$ cat config.mk
export PLATFORM = sky130hd
export DESIGN_NAME = systolic_stream_ctrl
export DESIGN_NICKNAME = d
export VERILOG_FILES = /design/src/rtl/systolic_stream_ctrl_pkg.sv /design/src/rtl/systolic_stream_ctrl_tracker.sv /design/src/rtl/systolic_stream_ctrl.sv
export SDC_FILE = /design/constraint.sdc
export NUM_CORES = 1
export LEC_CHECK = 0
export CORE_MARGIN = 1
export CORE_UTILIZATION = 40
export CTS_BUF_LIST = sky130_fd_sc_hd__clkbuf_4
export DETAILED_ROUTE_END_ITERATION = 7
export HOLD_SLACK_MARGIN = 0.15
export PLACE_DENSITY = 0.58
export SKIP_LAST_GASP = 1
export SLEW_MARGIN = 40
export SYNTH_ARGS = -nofsm -noshare
export SYNTH_HDL_FRONTEND = slang
export SYNTH_SLANG_ARGS = --single-unit
$ cat constraint.sdc
create_clock -name clk -period 14.1 [get_ports clk]
set_clock_uncertainty 0.15 [all_clocks]
set_input_delay 2.115 -clock clk [delete_from_list [all_inputs] [get_ports clk]]
set_output_delay 2.115 -clock clk [all_outputs]
set_load 0.1 [all_outputs]
$ cat src/rtl/systolic_stream_ctrl_pkg.sv
// Shared types for the systolic stream start controller: FSM state encoding
// and the staging-buffer depth helper.
package systolic_ctrl_pkg;

  typedef enum logic [1:0] {
    IDLE = 2'd0,
    LOAD = 2'd1,
    RUN  = 2'd2
  } ctrl_state_e;

  function automatic int unsigned buf_depth(input int unsigned addrWidth);
    return 32'd1 << addrWidth;
  endfunction

endpackage

$ cat src/rtl/systolic_stream_ctrl_tracker.sv
// Per-channel staging-buffer tracker: write pointer, occupancy, beat count,
// back-pressure, sticky start-qualify flag and a protocol-error strobe.
module stream_chan_tracker
  import systolic_ctrl_pkg::*;
#(
  parameter int BUFFER_ADDRESS_WIDTH = 10,
  parameter int COUNT_WIDTH          = 32,
  parameter int THRESH_SHIFT         = 1
) (
  input  logic                            clk,
  input  logic                            reset_n,
  input  logic                            clear_i,
  input  logic                            active_i,
  input  logic [COUNT_WIDTH-1:0]          total_i,
  input  logic                            valid_i,
  input  logic                            rd_i,
  output logic [BUFFER_ADDRESS_WIDTH-1:0] addr_o,
  output logic                            ready_o,
  output logic                            qualify_o,
  output logic                            zero_o,
  output logic                            err_o
);

  localparam int unsigned DEPTH = buf_depth(BUFFER_ADDRESS_WIDTH);
  localparam int OW = BUFFER_ADDRESS_WIDTH + 1;
  localparam logic [OW-1:0] OCC_FULL = OW'(DEPTH);
  localparam logic [OW-1:0] OCC_HALF = OW'(DEPTH / 2);

  logic [COUNT_WIDTH-1:0]          total_q;
  logic [COUNT_WIDTH-1:0]          beats_q, beats_d;
  logic [OW-1:0]                   occ_q, occ_d;
  logic [BUFFER_ADDRESS_WIDTH-1:0] ptr_q, ptr_d;
  logic                            qual_q, qual_d;
  logic                            wrAcc, rdAcc;

  // Qualify looks at the post-update counts so the flag rises on the same
  // edge as the beat that satisfies it.
  always_comb begin
    ready_o = active_i && (occ_q < OCC_FULL) && (beats_q < total_q);
    wrAcc   = valid_i && ready_o;
    rdAcc   = active_i && rd_i && (occ_q != '0);
    err_o   = active_i && ((valid_i && !ready_o) || (rd_i && (occ_q == '0)));
    beats_d = beats_q + COUNT_WIDTH'(wrAcc);
    ptr_d   = ptr_q + BUFFER_ADDRESS_WIDTH'(wrAcc);
    occ_d   = occ_q;
    if (wrAcc && !rdAcc) begin
      occ_d = occ_q + OW'(1);
    end else if (!wrAcc && rdAcc) begin
      occ_d = occ_q - OW'(1);
    end
    qual_d = qual_q || (occ_d >= OCC_HALF) || (beats_d >= (total_q >> THRESH_SHIFT))
             || (beats_d == total_q) || (total_q == '0);
  end

  always_ff @(posedge clk) begin
    if (!reset_n) begin
      total_q <= '0;
      beats_q <= '0;
      occ_q   <= '0;
      ptr_q   <= '0;
      qual_q  <= 1'b0;
    end else if (clear_i) begin
      total_q <= total_i;
      beats_q <= '0;
      occ_q   <= '0;
      ptr_q   <= '0;
      qual_q  <= 1'b0;
    end else if (active_i) begin
      beats_q <= beats_d;
      occ_q   <= occ_d;
      ptr_q   <= ptr_d;
      qual_q  <= qual_d;
    end
  end

  assign addr_o    = ptr_q;
  assign qualify_o = qual_q;
  assign zero_o    = (total_q == '0);

endmodule

$ cat src/rtl/systolic_stream_ctrl.sv
// Systolic array start controller: tracks NUM_CH operand streams, decides when
// the array may run and sequences one job from start to completion.
module systolic_stream_ctrl
  import systolic_ctrl_pkg::*;
#(
  parameter int NUM_CH               = 2,
  parameter int BUFFER_ADDRESS_WIDTH = 10,
  parameter int COUNT_WIDTH          = 32,
  parameter int THRESH_SHIFT         = 1
) (
  input  logic                                   clk,
  input  logic                                   reset_n,
  input  logic                                   start_i,
  input  logic [NUM_CH*COUNT_WIDTH-1:0]          total_beats_i,
  input  logic                                   start_all_i,
  input  logic [NUM_CH-1:0]                      valid_i,
  input  logic [NUM_CH-1:0]                      rd_i,
  output logic [NUM_CH*BUFFER_ADDRESS_WIDTH-1:0] buf_addr_o,
  output logic [NUM_CH-1:0]                      ready_o,
  output logic                                   array_start_o,
  input  logic                                   data_done_i,
  output logic                                   busy_o,
  output logic                                   done_o,
  output logic                                   err_o
);

  ctrl_state_e       state_q, state_d;
  logic              arrStart_q;
  logic              done_q, done_d;
  logic              err_q, err_d;
  logic [NUM_CH-1:0] qualify, zeroTot, chanErr;
  logic              busy, startAcc, startOk;

  assign busy     = (state_q != IDLE);
  assign startAcc = (state_q == IDLE) && start_i;

  for (genvar c = 0; c < NUM_CH; c++) begin : g_chan
    stream_chan_tracker #(
      .BUFFER_ADDRESS_WIDTH(BUFFER_ADDRESS_WIDTH),
      .COUNT_WIDTH         (COUNT_WIDTH),
      .THRESH_SHIFT        (THRESH_SHIFT)
    ) u_trk (
      .clk      (clk),
      .reset_n  (reset_n),
      .clear_i  (startAcc),
      .active_i (busy),
      .total_i  (total_beats_i[c*COUNT_WIDTH +: COUNT_WIDTH]),
      .valid_i  (valid_i[c]),
      .rd_i     (rd_i[c]),
      .addr_o   (buf_addr_o[c*BUFFER_ADDRESS_WIDTH +: BUFFER_ADDRESS_WIDTH]),
      .ready_o  (ready_o[c]),
      .qualify_o(qualify[c]),
      .zero_o   (zeroTot[c]),
      .err_o    (chanErr[c])
    );
  end

  // Relaxed mode needs channel 0 (the A operand) plus any one other stream.
  assign startOk = start_all_i ? (&qualify) : (qualify[0] && (|qualify[NUM_CH-1:1]));

  always_comb begin
    state_d = state_q;
    done_d  = 1'b0;
    err_d   = err_q;
    unique case (state_q)
      IDLE: begin
        if (start_i) begin
          state_d = LOAD;
          err_d   = 1'b0;
        end
      end
      LOAD: begin
        if (data_done_i) begin
          state_d = IDLE;
        end else if (&zeroTot) begin
          state_d = IDLE;
          done_d  = 1'b1;
        end else if (startOk) begin
          state_d = RUN;
        end
      end
      RUN: begin
        if (data_done_i) begin
          state_d = IDLE;
          done_d  = 1'b1;
        end
      end
      default: state_d = IDLE;
    endcase
    if ((busy && start_i) || (|chanErr)) begin
      err_d = 1'b1;
    end
  end

  always_ff @(posedge clk) begin
    if (!reset_n) begin
      state_q    <= IDLE;
      arrStart_q <= 1'b0;
      done_q     <= 1'b0;
      err_q      <= 1'b0;
    end else begin
      state_q    <= state_d;
      arrStart_q <= (state_d == RUN);
      done_q     <= done_d;
      err_q      <= err_d;
    end
  end

  assign array_start_o = arrStart_q;
  assign busy_o        = busy;
  assign done_o        = done_q;
  assign err_o         = err_q;

endmodule
# ---- Yosys cells after proc, flatten, opt, wreduce, memory -nomap -nowiden
# Index checks and enable logic that the tools add are counted.
dict set report word_totals {
  register_bits 177
  latch_bits 0
  ramBits 0
  mem_bits_ro 0
  inputBits 73
  wordCells 109
  memories 0
}
dict set report op_classes {
  n_addsub 8
  n_mul 0
  div 0
  order_cmp 8
  eq_ne 5
  shifts 0
  mux 18
  bitwise_logic 1
  reduce_logical 55
}
# cell n
set ops {}
lappend ops {{32-bit by 1-bit adder with 32-bit output} 2}
lappend ops {{32-bit equality test} 2}
lappend ops {{32-bit by 31-bit >= comparator with 1-bit output} 2}
lappend ops {{32-bit zero test} 2}
lappend ops {{32-bit < comparator} 2}
lappend ops {{11-bit two-way mux} 4}
lappend ops {{1-bit logical AND} 23}
lappend ops {{11-bit by 1-bit adder with 11-bit output, second input constant} 2}
lappend ops {{11-bit by 10-bit >= comparator with 1-bit output, second input constant} 2}
lappend ops {{11-bit zero test} 2}
lappend ops {{11-bit < comparator, second input constant} 2}
lappend ops {{11-bit nonzero test} 2}
lappend ops {{11-bit by 1-bit subtractor with 11-bit output, second input constant} 2}
lappend ops {{10-bit by 1-bit adder with 10-bit output} 2}
lappend ops {{1-bit logical OR} 11}
lappend ops {{2-bit two-way mux} 5}
lappend ops {{1-bit two-way mux} 7}
lappend ops {{1-bit zero test} 6}
lappend ops {{2-bit one-hot mux with 3 select lines} 1}
lappend ops {{2-bit AND reduction} 3}
lappend ops {{2-bit nonzero test} 3}
lappend ops {{2-bit equality test, second input constant} 2}
lappend ops {{2-bit OR reduction} 2}
lappend ops {{2-bit by 1-bit equality test with 1-bit output, second input constant} 1}
lappend ops {{3 further kinds} 3}

# ---- Logic depth before layout (Yosys ltp)
dict set report logic_depth {
  depth_word 13
  ltp_mapped 25
}

# ---- By module
# From an unflattened synthesis, not the netlist that was laid out.
dict set report unflattened {
  hier_cells 1667
  hier_area_um2 13922.1
}
# mod n_inst cells_per_inst area_each_um2 seq_area_each_um2
set by_module_without_submodules {}
lappend by_module_without_submodules {{stream_chan_tracker (g_chan[0].u_trk)} 1 828 6955.4 1721.7}
lappend by_module_without_submodules {{stream_chan_tracker (g_chan[1].u_trk)} 1 805 6638.9 1721.7}
lappend by_module_without_submodules {systolic_stream_ctrl 1 34 327.8 100.1}

# ---- Least setup slack after synthesis
# OpenSTA, ideal clock, no wires.
dict set report synth_path {
  kind {input to register}
  startpoint {input valid_i[1]}
  endpoint {register g_chan[1].u_trk.qual_q}
  setup_time_ns 0.128
  t_arrival_ns 5.434
  required_time_ns 13.822
  setup_slack_ns 8.388
  cell_stages 18
  path_buffers 1
  path_cell_list {inv_1 -> or3_1 -> clkbuf_1 -> inv_2 -> ha_1 -> nand4_1 -> nor4_2 -> nand3_1 -> xnor2_1 -> ha_1 -> a21o_1 -> a21o_1 -> a21oi_1 -> nor2_1 -> nor4bb_1 -> a21oi_1 -> nor3_1 -> a31oi_1}
}
# element line
set synth_rtl {}
lappend synth_rtl {{start, declared} systolic_stream_ctrl.sv:16} ;# input logic [NUM_CH-1:0] valid_i,
lappend synth_rtl {{1-bit logical AND *} systolic_stream_ctrl_tracker.sv:40} ;# wrAcc = valid_i && ready_o;
lappend synth_rtl {{32-bit by 1-bit adder with 32-bit output *} systolic_stream_ctrl_tracker.sv:43} ;# beats_d = beats_q + COUNT_WIDTH'(wrAcc);
lappend synth_rtl {{named net g_chan[1].u_trk.beats_d[17]} systolic_stream_ctrl_tracker.sv:30} ;# logic [COUNT_WIDTH-1:0] beats_q, beats_d;
lappend synth_rtl {{32-bit by 31-bit >= comparator with 1-bit output} systolic_stream_ctrl_tracker.sv:51} ;# qual_d = qual_q || (occ_d >= OCC_HALF) || (beats_d >= (total_q >> THRESH_SHIFT))
lappend synth_rtl {{1-bit logical OR} systolic_stream_ctrl_tracker.sv:51}
lappend synth_rtl {{1-bit logical OR * (2 in series)} systolic_stream_ctrl_tracker.sv:52} ;# || (beats_d == total_q) || (total_q == '0);
lappend synth_rtl {{end signal, assigned} systolic_stream_ctrl_tracker.sv:72} ;# qual_q <= qual_d;
lappend synth_rtl {{end, declared} systolic_stream_ctrl_tracker.sv:33} ;# logic qual_q, qual_d;
# The timed path passes the listed nets; every way through them passes the cells marked *.
# A chain may end at the register's enable or synchronous reset.

# ---- Worst setup path in the final report
dict set report layout_path {
  startpoint {register g_chan[1].u_trk.total_q[30]}
  endpoint {register g_chan[1].u_trk.qual_q}
}
# element line
set layout_rtl {}
lappend layout_rtl {{start, declared} systolic_stream_ctrl_tracker.sv:29} ;# logic [COUNT_WIDTH-1:0] total_q;
lappend layout_rtl {{start signal, assigned} systolic_stream_ctrl_tracker.sv:63} ;# total_q <= total_i;
lappend layout_rtl {{32-bit < comparator *} systolic_stream_ctrl_tracker.sv:39} ;# ready_o = active_i && (occ_q < OCC_FULL) && (beats_q < total_q);
lappend layout_rtl {{1-bit logical AND *} systolic_stream_ctrl_tracker.sv:39}
lappend layout_rtl {{1-bit logical AND *} systolic_stream_ctrl_tracker.sv:40}
lappend layout_rtl {{32-bit by 1-bit adder with 32-bit output *} systolic_stream_ctrl_tracker.sv:43}
lappend layout_rtl {{named net g_chan[1].u_trk.beats_d[24]} systolic_stream_ctrl_tracker.sv:30}
lappend layout_rtl {{32-bit by 31-bit >= comparator with 1-bit output} systolic_stream_ctrl_tracker.sv:51}
lappend layout_rtl {{1-bit logical OR} systolic_stream_ctrl_tracker.sv:51}
lappend layout_rtl {{1-bit logical OR * (2 in series)} systolic_stream_ctrl_tracker.sv:52}
# Marked as above.

==> impl_metrics.csv <==
group,metric,value,unit
outcome,status,"completed",
sta,maxSlewViolCount,0,
yosys,syn_inst,1741,
worst_setup_path,path_class,"reg -> reg",
clock_tree,cts.clk_slew.worst_paths,0.17,ns
die,die_h,186,um
clock_tree,cts_sinks,177,
drt,wl_per_cell,17.5,um
die,die_w,186,um
layout,fin_nets,1987,
placement,globalplace.congestion,0.943,
sta,finalCritPeriodShare,0.492,
sta,setup_viol,0,
drt,wl,38900,um
yosys,synthFlopType,"dfxtp_1",
clock_tree,numCtsBuffers,17,
clock_tree,insertion_delay,0.67,ns
drt,drc,0,
layout,stdcell_area,14900,um2
drt,ant_nets,0,
drt,first_pass_iters,6,
sta,finalWorstSetupSlack,7.16,ns
clock_tree,cts_tree,"yes",
yosys,synthDistinctLibCells,81,
global_routing,grt-ovfl-total,0,
run,maxCapViolations,0,
yosys,syn_avg_cell_area,7.76,um2
die,die_area,34500,um2
sta,max_freq,0.144,GHz
yosys,synth_enable_flop_cells,0,
placement,io_buffers,97,
die,coreArea,32900,um2
clock_tree,cts_root_buf,"clkbuf_4",
global_routing,grt_pass1_vias,11500,
sta,worstMarginPinSlew,0.873,ns
worst_setup_path,arrival,7.34,ns
worst_setup_path,rrSetupSlack,7.16,ns
global_routing,track_usage,0.230,
sta,rsz0062_at_grt,"no",
yosys,ys_warn_count,0,
yosys,synth_area_leaders,"dfxtp_1 (26%), ha_1 (13%), xnor2_1 (7.1%)",
worst_setup_path,cp.required,14.50,ns
placement,dp_hpwl,29000,um
layout,drive_above_1_share,0.0538,
placement,dpl-instance-area,14500,um2
yosys,syn_nets,1957,
worst_hold_path,hold_path.class,"reg -> reg",
clock_tree,clk_path_buf_depth,2,
yosys,async_flop_share,0,
yosys,synth-seq-area-share,0.262,
clock_tree,hold_buffers,0,
die,io_pins,99,
layout,fillers,3462,
drt,viasPerCell,5.60,
yosys,yosysTopAreaCellShare,0.262,
sta,relSlewSlack,0.412,
drt,drtIter0Drc,940,
placement,pre_cts_slack,6.48,ns
yosys,syn_area,13500,um2
global_routing,grt_max_degree,72,
drt,via_count,12500,
yosys,ys_seq_elements,177,
worst_setup_path,worst_setup_path_end_kind,"register",
sta,finalCriticalPeriod,6.94,ns
pwr,p_per_area,70.9,nW/um2
die,start_util,0.411,
pwr,ir_drop,0.0468,mV
sta,fin_tns_setup,0,ns
sta,hold_viol,0,
layout,syn2layout_area_growth,10.3,%
pwr,p_leak,0.00583,uW
global_routing,antenna_found_initial,1,
clock_tree,h-tree-depth,4,
yosys,synth_area_leader_cell,"dfxtp_1",
worst_setup_path,start_kind,"register",
clock_tree,cts-resized-gates,0,
clock_tree,post_cts_buffers,0,
worst_setup_path,path_max_fanout,15,
die,rows,66,
global_routing,grt_pass1_wl,62300,um
where the power goes:
part | internal (uW) | switching (uW)
registers | 514 | 19.2
logic | 74.8 | 115
clock network | 114 | 218
total | 703 | 353
metrics by stage:
stage | std cells | total power, uW | hold WS [ns] | utilization
final | 2229 | 1060 | 0.342 | 0.453
after global routing | 2228 | 1110 | 0.369 | 0.453
after CTS | 2226 | 1070 | 0.346 | 0.452
after detailed placement | 2194 | 733 | 0.327 | 0.443
after global placement | 2194 | 732 | 0.322 | 0.447
after floorplan | 1741 | 660 | 0.306 | -
final timing paths:
check             cells after the start                          end                        start
hold / removal                        2  g_chan[1].u_trk.total_q[19]  g_chan[1].u_trk.total_q[19]
setup reg to reg                     22    g_chan[1].u_trk.qualify_o  g_chan[1].u_trk.total_q[30]
setup / recovery                     22    g_chan[1].u_trk.qualify_o  g_chan[1].u_trk.total_q[30]
hold reg to reg                       2  g_chan[1].u_trk.total_q[19]  g_chan[1].u_trk.total_q[19]
layer usage:
metal / GRT usage / wire, um / share of wire
met2: 0.352 / 16600 / 0.43
met4: 0.0541 / 584 / 0.015
met3: 0.0346 / 2030 / 0.052
met1: 0.334 / 19700 / 0.51
met5: 0 / 0 / 0
critical path, cell delays in order, from the launching register on:
cell and delay, ns:
dfxtp_1 0.42, inv_1 0.12, ha_1 0.32, a21oi_1 0.15
nand2_1 0.06, a2111oi_0 0.71, nand4_1 0.33, or3_1 0.59
inv_2 0.23, ha_1 0.25, ha_1 0.24, nand3_1 0.51
nor3_4 0.72, nand2_1 0.31, xnor2_1 0.25, ha_1 0.20
a21o_1 0.15, a21o_1 0.17, a21oi_1 0.19, nor4bb_1 0.35
a21oi_1 0.12, nor3_1 0.19, a31oi_1 0.10
cell families after synthesis:
family,Yosys count,synth area share
AO/OA/AOI/OAI,346,0.171
buffers and inverters,182,0.0554
flip-flops,177,0.262
adder cells (fa/ha/maj),143,0.132
XOR/XNOR,166,0.109
AND/OR/NAND/NOR,716,0.262
multiplexers,11,0.00815
state kept, by name, indices dropped and copies added (netlist names), named ones only:
name                    cells
g_chan.u_trk.beats_q       64
g_chan.u_trk.total_q       64
g_chan.u_trk.addr_o        20
g_chan.u_trk.occ_q         17
g_chan.u_trk.qualify_o      2
state_q                     2
array_start_o               1
done_o                      1
err_o                       1
cell type report:
class / instances / area (um2) / area share
multi-input cells: 1382 / 9260 / 0.621
flip-flops and latches: 177 / 3540 / 0.238
repair buffers: 103 / 881 / 0.0591
well taps: 442 / 553 / 0.0371
inverters: 90 / 338 / 0.0227
clock inverters: 15 / 190 / 0.0128
clock buffers: 17 / 128 / 0.00857
diodes: 3 / 7.51 / 0.000504
synthesized netlist by cell type, types with 31 or more instances:
cell type / n
nor3_1: 37
nand4_1: 67
nand3_1: 51
xor2_1: 55
ha_1: 143
a21boi_0: 65
o21ai_0: 68
inv_1: 88
xnor2_1: 110
clkbuf_1: 58
nor4_1: 40
nor2_1: 148
dfxtp_1: 177
or3_1: 31
a21oi_1: 81
nand2_1: 239
placed cells by master, fill, tap and decap left out, types with 11 or more instances in the layout:
cell             netlist  layout
a211oi_1              12      12
a21boi_0              65      65
a21o_1                30      30
a21oi_1               81      81
a31oi_1               11      11
and2_1                12      11
and3_1                18      18
buf_2                 12      27
clkbuf_4               0      17
clkdlybuf4s50_1        0      70
dfxtp_1              177     177
ha_1                 143     142
inv_1                 88      88
mux2i_1               11      11
nand2_1              239     237
nand2b_1              12      12
nand3_1               51      51
nand4_1               67      67
nor2_1               148     148
nor2b_1               17      17
nor3_1                37      37
nor4_1                40      38
o21ai_0               68      68
or3_1                 31      31
xnor2_1              110     110
xor2_1                55      55
Note: power is estimated with default switching activity, not from simulation.
